## src/rtl/ex_alu_stage.sv

```systemverilog
// Execute stage: ALU, branch-condition evaluation, the EX/MEM pipeline register
// and a sticky RUN/HALTED controller with a retired-instruction counter.
module ex_alu_stage #(
   parameter int WORD_SIZE = 16
) (
   input  logic                 clk,
   input  logic                 reset_n,
   input  logic [5:0]           ALUControl,
   input  logic                 in_valid,
   input  logic [WORD_SIZE-1:0] op_a,
   input  logic [WORD_SIZE-1:0] op_b,
   input  logic [WORD_SIZE-1:0] store_data,
   input  logic [WORD_SIZE-1:0] pc_plus1,
   input  logic [1:0]           dest_reg,
   input  logic                 reg_write,
   input  logic                 mem_read,
   input  logic                 mem_write,
   input  logic                 is_wwd,
   input  logic                 is_halt,
   input  logic                 stall,
   input  logic                 flush,
   output logic                 branch_taken,
   output logic                 mem_valid,
   output logic                 mem_reg_write,
   output logic                 mem_mem_read,
   output logic                 mem_mem_write,
   output logic                 mem_wwd,
   output logic [WORD_SIZE-1:0] mem_result,
   output logic [WORD_SIZE-1:0] mem_store_data,
   output logic [1:0]           mem_dest,
   output logic                 halted,
   output logic [15:0]          inst_count
);

   typedef enum logic {RUN, HALTED} state_e;

   typedef struct packed {
      logic                 valid;
      logic                 regWrite;
      logic                 memRead;
      logic                 memWrite;
      logic                 wwd;
      logic [WORD_SIZE-1:0] result;
      logic [WORD_SIZE-1:0] storeData;
      logic [1:0]           dest;
   } exMem_t;

   state_e               state_q, state_d;
   exMem_t               exMem_q, exMem_d;
   logic [15:0]          instCount_q, instCount_d;
   logic [WORD_SIZE-1:0] aluResult;
   logic                 branchCond;
   logic                 loadEn;
   logic                 acceptInst;

   assign loadEn     = !flush && !stall;
   assign acceptInst = in_valid && (state_q == RUN);

   always_comb begin
      aluResult = op_a;
      case (ALUControl)
         6'd0:    aluResult = op_a + op_b;
         6'd1:    aluResult = op_a - op_b;
         6'd2:    aluResult = op_a & op_b;
         6'd3:    aluResult = op_a | op_b;
         6'd4:    aluResult = ~op_a;
         6'd5:    aluResult = (~op_a) + WORD_SIZE'(1);
         6'd6:    aluResult = op_a << 1;
         6'd7:    aluResult = $signed(op_a) >>> 1;
         6'd8:    aluResult = op_b << (WORD_SIZE / 2);
         6'd9, 6'd10, 6'd11, 6'd12:
                  aluResult = '0;
         6'd13:   aluResult = pc_plus1;
         default: aluResult = op_a;
      endcase
   end

   always_comb begin
      branchCond = 1'b0;
      case (ALUControl)
         6'd9:    branchCond = (op_a != op_b);
         6'd10:   branchCond = (op_a == op_b);
         6'd11:   branchCond = !op_a[WORD_SIZE-1] && (op_a != '0);
         6'd12:   branchCond = op_a[WORD_SIZE-1];
         default: branchCond = 1'b0;
      endcase
   end

   // Stall does not gate the branch decision; only a halted machine suppresses it.
   assign branch_taken = in_valid && branchCond && (state_q == RUN);

   always_comb begin
      exMem_d = exMem_q;
      if (flush) begin
         exMem_d = '0;
      end else if (!stall) begin
         if (acceptInst) begin
            exMem_d.valid     = 1'b1;
            exMem_d.regWrite  = reg_write;
            exMem_d.memRead   = mem_read;
            exMem_d.memWrite  = mem_write;
            exMem_d.wwd       = is_wwd;
            exMem_d.result    = aluResult;
            exMem_d.storeData = store_data;
            exMem_d.dest      = dest_reg;
         end else begin
            exMem_d = '0;
         end
      end
   end

   always_comb begin
      instCount_d = instCount_q;
      if (loadEn && acceptInst) begin
         instCount_d = instCount_q + 16'd1;
      end
   end

   always_ff @(posedge clk or negedge reset_n) begin
      if (!reset_n) begin
         exMem_q     <= '0;
         instCount_q <= '0;
      end else begin
         exMem_q     <= exMem_d;
         instCount_q <= instCount_d;
      end
   end

   always_ff @(posedge clk or negedge reset_n) begin
      if (!reset_n) begin
         state_q <= RUN;
      end else begin
         state_q <= state_d;
      end
   end

   // The halting instruction itself is captured; only later ones become bubbles.
   always_comb begin
      state_d = state_q;
      if ((state_q == RUN) && loadEn && in_valid && is_halt) begin
         state_d = HALTED;
      end
   end

   always_comb begin
      halted = (state_q == HALTED);
   end

   assign mem_valid      = exMem_q.valid;
   assign mem_reg_write  = exMem_q.regWrite;
   assign mem_mem_read   = exMem_q.memRead;
   assign mem_mem_write  = exMem_q.memWrite;
   assign mem_wwd        = exMem_q.wwd;
   assign mem_result     = exMem_q.result;
   assign mem_store_data = exMem_q.storeData;
   assign mem_dest       = exMem_q.dest;
   assign inst_count     = instCount_q;

endmodule

```

## config.mk

```make
export PLATFORM = sky130hd
export DESIGN_NAME = ex_alu_stage
export DESIGN_NICKNAME = d
export VERILOG_FILES = /design/src/rtl/ex_alu_stage.sv
export SDC_FILE = /design/constraint.sdc
export NUM_CORES = 1
export LEC_CHECK = 0
export CAP_MARGIN = 20
export CORE_MARGIN = 3
export CORE_UTILIZATION = 51
export CTS_CLUSTER_SIZE = 24
export DETAILED_ROUTE_END_ITERATION = 8
export PLACE_DENSITY = 0.83
export SYNTH_ARGS = -nofsm -noshare
export SYNTH_HDL_FRONTEND = slang
export SYNTH_SLANG_ARGS = --single-unit
```

## constraint.sdc

```tcl
create_clock -name clk -period 3.4 [get_ports clk]
set_clock_uncertainty 0.15 [all_clocks]
set_input_delay 0.34 -clock clk [delete_from_list [all_inputs] [get_ports clk]]
set_output_delay 0.34 -clock clk [all_outputs]
set_load 0.03 [all_outputs]
```

Word-level counts from Yosys, hierarchy flattened
Index checks and enable logic that the tools add are counted.

cells by class
  $add $sub $neg = 4
  equal/unequal tests = 16
  muxes and demuxes = 5
  bitwise gates (word level) = 4
  reduce and logical (&&, ||, !) cells = 15

operator list
  cell                   number
  $pmux 16 s11           1
  $mux 39                3
  $eq 6x4->1 const B     6
  $add 16x1->16 const B  2
  $eq 6x3->1 const B     4
  $add 16x16->16         1
  $and 16x16->16         1
  $eq 16x16->1           1
  $ne 16x16->1           1
  $not 16->16            1
  $or 16x16->16          1
  $reduce_bool 16->1     1
  $sub 16x16->16         1
  $eq 6x2->1 const B     2
  $logic_and 1x1->1      9
  $eq 6x1->1 const B     1
  $logic_not 6->1        1
  $pmux 1 s4             1
  $reduce_or 4->1        1
  $logic_not 1->1        3
  $ne 2x1->1 const B     1
  $not 1->1              1

storage, ports and cells
  flip-flop bits (word level) = 56
  input port bits = 82
  output and inout port bits = 57
  word-level logic and storage cells = 54

Depth between registers and ports, before layout
Gate-level depths: netlist (run 1).

  depth in word-level cells = 6
  mapped depth = 11
  gate-level depth less buffers = 11

Worst setup path after synthesis (run 1)
OpenSTA, ideal clock, no wires.

  path type = input to output
  start = in op_a[9]
  end = out branch_taken
  arrival = 2.779 ns
  data required time = 2.910 ns
  setup slack = 0.131 ns
  stages = 11
  buffers on the path = 2
  path through = clkbuf_1 inv_1 ha_1 clkbuf_1 or4_1 nor4_1 nand4_1 mux2_2 o21ai_0 o21ai_0 and3_1

between the ends
  cells in the longest elaborated chain, start to end = 5
  elaborated cells on any way between the ends = 7
  those cells by class = eq/ne (2); mux (1); reduce/logical (4)

RTL lines
  what                                line  source
  start, declared                     10    input logic [WORD_SIZE-1:0] op_a,
  $reduce_bool 16->1                  83    6'd11: branchCond = !op_a[WORD_SIZE-1] && (op_a != '0);
  $logic_and 1x1->1                   83
  $pmux 1 s4 (*)                      80    case (ALUControl)
  $logic_and 1x1->1 (*) (2 in a row)  90    assign branch_taken = in_valid && branchCond && (state_q == RUN);
  end, declared                       22    output logic branch_taken,

Every way passes the cells marked *; elsewhere a longest branch is shown, timed or not.

Final worst setup path (run 1)
  start = in op_a[11]
  end = out branch_taken

The elaborated chain is that of the path after synthesis.

==> flow_metrics.py, run 1 <==
metrics = {
    "outcome": {
        "status": "finished clean",
    },
    "route": {
        "drt_iter0_markers": 1032,
        "vias_per_cell": 6.53,
        "vias": 6584,
        "wl_um": 22600,
        "ant_nets": 0,
        "first_pass_iters": 6,
        "drc": 0,
        "drt-wirelength-per-cell_um": 22.4,
    },
    "global_route": {
        "antenna_found_initial": 0,
        "grt_pass1_vias": 6428,
        "grt_max_degree": 44,
        "grt_remaining_overflow": 0,
        "grt_first_pass_wirelength_um": 34700,
        "grt.total_usage": 0.380,
    },
    "power": {
        "p_leak_nw": 3.45,
        "p_clk_frac": 0.191,
        "netSwitchingFraction": 0.388,
        "powerDensity_mw_per_mm2": 269,
        "ir_drop_mv": 0.297,
        "power_frac_seq": 0.360,
        "total_power_mw": 2.09,
        "pwr-share-comb": 0.449,
        "p_int_mw": 1.28,
        "power_switching_uw": 813,
    },
    "floorplan": {
        "rows": 36,
        "die_x_um": 109,
        "floorplan.initialDensity": 0.537,
        "die_area_mm2": 0.0119,
        "coreArea_mm2": 0.0100,
        "die_h_um": 109,
        "pin_count": 139,
    },
    "logic_synthesis": {
        "yosysTopAreaCellShare": 0.260,
        "synth_edf_count": 0,
        "avgSynthCellArea_um2": 8.17,
        "yosys_warnings": 0,
        "yosys_most_used_dff": "dfrtp_1",
        "synth.cell_area_mm2": 0.00540,
        "synth.most_common_cell": "dfrtp_1",
        "async_reset_ff_frac": 1.00,
        "ys_types": 70,
        "syn_inst": 661,
        "synth_fp_nets": 798,
        "synth_area_leader_cell": "dfrtp_1",
        "synth.area.top_cells": "dfrtp_1 (26%), ha_1 (12%), xnor2_1 (5.0%), o21ai_0 (4.1%), a22o_1 (3.9%)",
        "synth_common_cells": "dfrtp_1 (56), nand2_1 (55), ha_1 (53), nor2_1 (49), inv_1 (47)",
        "synth_seq_area_share": 0.260,
        "ys_ff_latch": 56,
    },
    "cells_and_area": {
        "area_delta_synth_final_pct": 44.3,
        "stdcell_count": 1009,
        "drive_gt1_frac": 0.176,
        "nFillCells": 696,
        "seqCellArea_mm2": 0.00140,
        "finalNetCount": 1012,
        "diodes": 0,
        "stdcell_area_mm2": 0.00779,
        "multi_input_area_mm2": 0.00373,
    },
    "placed_design": {
        "dp.cells": 1000,
        "routabilityCongestion": 1.02,
        "port_buffers": 138,
        "placed_area_mm2": 0.00760,
        "hpwlAfterDp_um": 17500,
    },
    "setup_path": {
        "cp_slowest_stage_delay_ns": 0.47,
        "path_max_fanout": 3,
        "crit_family": "buffers and inverters",
        "required_ns": 2.91,
        "worstSetupPathType": "in -> out",
        "start_kind": "input port",
        "crit_path_top_delay_cell": "clkdlybuf4s50_1",
        "crit_path_cell_trace": "clkdlybuf4s50_1, inv_1, ha_1, or2_2, nor4_4, buf_4, nand4_1, mux2_4, o21ai_2, o21ai_1, and3_1, buf_6",
        "path_buf_inv": 4,
        "end_kind": "output pin",
        "worstPathArrival_ns": 2.77,
    },
    "timing": {
        "slew_violations": 0,
        "post-route-period-util": 0.958,
        "tightest_slew_ns": 0.996,
        "setup_violations": 0,
        "rsz0062_at_grt": "no",
        "hold_viol_final": 0,
        "max_freq_mhz": 307,
        "finalCriticalPeriod_ns": 3.26,
        "timing.slew.headroom": 0.336,
    },
    "worst_hold_path": {
        "min_path_type": "in -> async",
    },
    "cts": {
        "path_clk_slew_ns": 0.11,
        "cts_sinks": 56,
        "cts-buffers-inserted": 5,
        "cts_buffer_depth": 2,
        "cts_tree": "yes",
        "root_buffer": "clkbuf_8",
        "cts_htree_levels": 2,
        "insertion_delay_ns": 0.32,
    },
    "flow_run": {
        "maxCapViolCount": 0,
    },
}
registers in the layout (all words and copies together), names as in the netlist:
signal and cells:
mem_result 16, mem_mem_read 1, mem_dest 2, inst_count 16
halted 1, mem_store_data 16, mem_wwd 1, mem_reg_write 1
mem_mem_write 1, mem_valid 1
metal layers:
| metal | wire, um | vias to the layer above | GRT usage |
|---|---|---|---|
| li1 | - | 2861 | - |
| met1 | 8700 | 3137 | 0.504 |
| met2 | 10500 | 511 | 0.613 |
| met3 | 2540 | 75 | 0.0710 |
| met4 | 880 | 0 | 0.147 |
| met5 | 0 | - | 0 |
worst paths after layout:
check,cells past startpoint,from,end,slack (ns)
min,1,reset_n,inst_count[7],0.01
max reg2reg,7,halted,inst_count[15],1.11
min reg2reg,2,mem_result[15],mem_result[15],0.35
min in group clk,2,mem_result[15],mem_result[15],0.35
max,12,op_a[11],branch_taken,0.14
max in group asynchronous,2,reset_n,inst_count[12],2.36
cells in the final DEF, fill, tap and decap left out, types with 5 or more instances in the layout:
cell / n
nand3_1: 14
a221o_1: 5
buf_4: 113
xor2_1: 6
a22oi_1: 11
a21oi_1: 38
a22o_1: 24
clkbuf_8: 5
nand2_1: 55
o2111ai_1: 6
nand2b_1: 10
nor3_1: 16
and3_1: 6
o21ai_0: 42
nor2b_1: 5
a21o_1: 9
a211oi_1: 9
nand4_1: 7
inv_1: 42
dfrtp_1: 56
a221oi_1: 17
dlygate4sd2_1: 6
o21ai_1: 6
inv_2: 5
nor2_1: 49
nor4_1: 7
xnor2_1: 31
ha_1: 47
nor3b_1: 5
clkdlybuf4s50_1: 128
o22ai_1: 5
o211ai_1: 6
worst register-to-register path: stages, from the launching register on:
cell and delay, ns:
dfrtp_1 0.41, nand2b_1 0.20, nor3_2 0.17, buf_4 0.30, nand4_1 0.21, nor2_1 0.38, nand4_1 0.19, xnor2_1 0.21
power groups by stage:
| stage | Combinational (mW) | Clock, mW | Sequential [mW] |
|---|---|---|---|
| floorplan | 0.366 | 0 | 0.838 |
| global placement | 0.878 | 0 | 0.758 |
| detailed placement | 0.898 | 0 | 0.763 |
| CTS | 0.914 | 0.398 | 0.751 |
| global route | 0.992 | 0.428 | 0.754 |
| finish | 0.939 | 0.401 | 0.753 |
layout make-up:
class / count / area share
repair buffers: 251 / 0.285
multi-input cells: 514 / 0.479
clock buffers: 5 / 0.00883
flip-flops and latches: 56 / 0.180
inverters: 47 / 0.0226
well taps: 133 / 0.0214
clock inverters: 3 / 0.00321
through the flow:
stage / setup WS [ns] / hold WS, ns / utilization / TNS, ns
4_1_cts: 0.000512 / 0.0482 / 0.773 / 0
6_report: 0.143 / 0.0143 / 0.776 / 0
5_1_grt: 0.00729 / 0.0841 / 0.776 / 0
3_5_place_dp: -0.206 / 0.324 / 0.757 / -0.288
3_3_place_gp: -0.132 / 0.300 / 0.757 / -0.185
2_1_floorplan: 0.131 / -0.106 / - / 0
what timing repair did:
item                       in CTS  in global routing
pin swaps                       5                  2
hold buffers                    0                  0
setup endpoints to repair       1                  1
resized for setup              21                  7
setup buffers                   1                  0
gates cloned                    0                  0
hold endpoints to repair        0                  0
cell families (layout without fill, tap and decap cells):
group,after synthesis,count (layout),synth area share
adders and majority gates,55,55,0.130
xor gates and xnor gates,37,37,0.0600
and+or+nand+nor,195,195,0.180
AOI/OAI and AO/OA,224,224,0.296
buffers and inverters,91,306,0.0679
muxes,3,3,0.00603
DFF,56,56,0.260
No activity file was read; power rests on OpenSTA's default activity.
==> run 2: changes to the inputs <==
Clock period 3.4 ns to 3.1 ns, I/O delays scaled along.
==> run 2 against run 1 <==
- combinational power increased by 16%
- core utilization up 4.7 points
- setup slack worse by 0.067 ns
- final cell count up 4.1%
- wire length is 1.1% higher
- final area grew 6.1%
- register-to-register slack worse by 0.40 ns
- clock power up 11%
- critical path depth unchanged
- largest power group unchanged
- highest routed layer unchanged
==> flow_metrics.py, run 2 (synthesized netlist as in run 1, its figures left out) <==
metrics = {
    "cts": {
        "cts-buffers-inserted": 5,
        "cts_buffer_depth": 2,
        "cts_htree_levels": 2,
        "insertion_delay_ns": 0.33,
        "cts_tree": "yes",
        "path_clk_slew_ns": 0.11,
        "root_buffer": "clkbuf_8",
        "cts_sinks": 56,
    },
    "route": {
        "drt_iter0_markers": 840,
        "drt-wirelength-per-cell_um": 21.7,
        "wl_um": 22800,
        "first_pass_iters": 5,
        "vias_per_cell": 6.31,
        "ant_nets": 0,
        "drc": 0,
        "vias": 6623,
    },
    "cells_and_area": {
        "diodes": 0,
        "layout_commonest_cell": "buf_4",
        "finalNetCount": 1053,
        "area_delta_synth_final_pct": 53.2,
        "drive_gt1_frac": 0.250,
        "stdcell_count": 1050,
        "final_util": 0.823,
        "layout_common_cells": "buf_4 (152), clkdlybuf4s50_1 (120), dfrtp_1 (56)",
    },
    "setup_path": {
        "path_max_fanout": 11,
        "worstSetupPathType": "in -> out",
        "required_ns": 2.64,
        "end_kind": "output pin",
        "worstPathArrival_ns": 2.56,
        "start_kind": "input port",
    },
    "timing": {
        "hold_viol_final": 0,
        "post-route-period-util": 0.976,
        "max_freq_mhz": 331,
        "timing.slew.headroom": 0.482,
        "tns_ns": 0,
        "finalCriticalPeriod_ns": 3.02,
        "slew_violations": 0,
        "fin_hold_ws_ns": 0.254,
        "setup_violations": 0,
        "tightest_slew_ns": 0.772,
    },
    "global_route": {
        "grt_max_degree": 45,
        "antenna_found_initial": 0,
        "grt_remaining_overflow": 0,
        "grt_pass1_vias": 6529,
        "grt_first_pass_wirelength_um": 34200,
        "grt.total_usage": 0.376,
    },
    "floorplan": {
        "rows": 36,
        "coreArea_mm2": 0.0100,
        "floorplan.initialDensity": 0.537,
        "die_area_mm2": 0.0119,
        "die_x_um": 109,
        "pin_count": 139,
        "die_h_um": 109,
    },
    "outcome": {
        "status": "finished clean",
    },
    "power": {
        "total_power_mw": 2.36,
        "powerDensity_mw_per_mm2": 286,
        "p_leak_nw": 3.69,
        "ir_drop_mv": 0.302,
    },
    "placed_design": {
        "port_buffers": 138,
        "dp.cells": 1033,
        "hpwlAfterDp_um": 17900,
        "routabilityCongestion": 1.07,
    },
    "flow_run": {
        "maxCapViolCount": 0,
    },
    "worst_hold_path": {
        "min_path_type": "in -> async",
    },
}
run 2: per-layer routing:
metal	routed length, um	GRT usage
met1	8730	0.481
met2	10500	0.608
met3	2660	0.0787
met4	975	0.169
met5	0	0
run 2: what timing repair did:
item | in CTS | in global routing
resized for setup | 36 | 50
hold endpoints to repair | 12 | 0
buffers inserted | 1 | 7
setup endpoints to repair | 3 | 6
hold buffers | 1 | 0
pin swaps | 5 | 7
run 2: layout make-up:
type	instances	area, um^2
multi-input combinational	514	3890
timing repair buffer	292	2530
fill	620	1780
sequential	56	1400
inverter	47	176
tap	133	166
clock buffer	5	68.8
clock inverter	3	27.5
run 2: final timing paths:
check / cells after the start / endpoint / slack (ns) / startpoint
worst min-delay path: 2 / mem_valid / 0.25 / reset_n
worst min register to register: 2 / mem_result[2] / 0.33 / mem_result[2]
max in group asynchronous: 3 / inst_count[3] / 1.69 / reset_n
worst max register to register: 7 / inst_count[9] / 0.71 / halted
min in group clk: 2 / mem_result[2] / 0.33 / mem_result[2]
worst max-delay path: 12 / branch_taken / 0.08 / op_b[13]
run 2: worst max-delay path, stage by stage:
cell and delay, ns:
clkdlybuf4s50_1 0.48, inv_1 0.06, ha_1 0.28, buf_4 0.18, nor3_2 0.19, buf_4 0.16, nand4_1 0.12, mux2_4 0.32
o21ai_2 0.06, o21ai_1 0.07, and3_4 0.18, buf_6 0.13
run 2: where the power goes:
part / internal (mW) / switching, mW
Sequential: 0.776 / 0.0508
Combinational: 0.504 / 0.586
Clock: 0.167 / 0.279
Total: 1.45 / 0.916
run 2: stage by stage:
stage | area, um^2 | setup slack (ns)
2_1_floorplan | 5400 | 0.0392
3_3_place_gp | 7860 | -0.349
3_5_place_dp | 7860 | -0.431
4_1_cts | 8090 | -0.0235
5_1_grt | 8270 | -0.0194
6_report | 8270 | 0.0758
==> run 3: changes to the inputs <==
Settings changed: CTS_CLUSTER_DIAMETER set to 80.
==> results of run 3 <==
Final layout, timing and power as in run 2 (identical DEF).
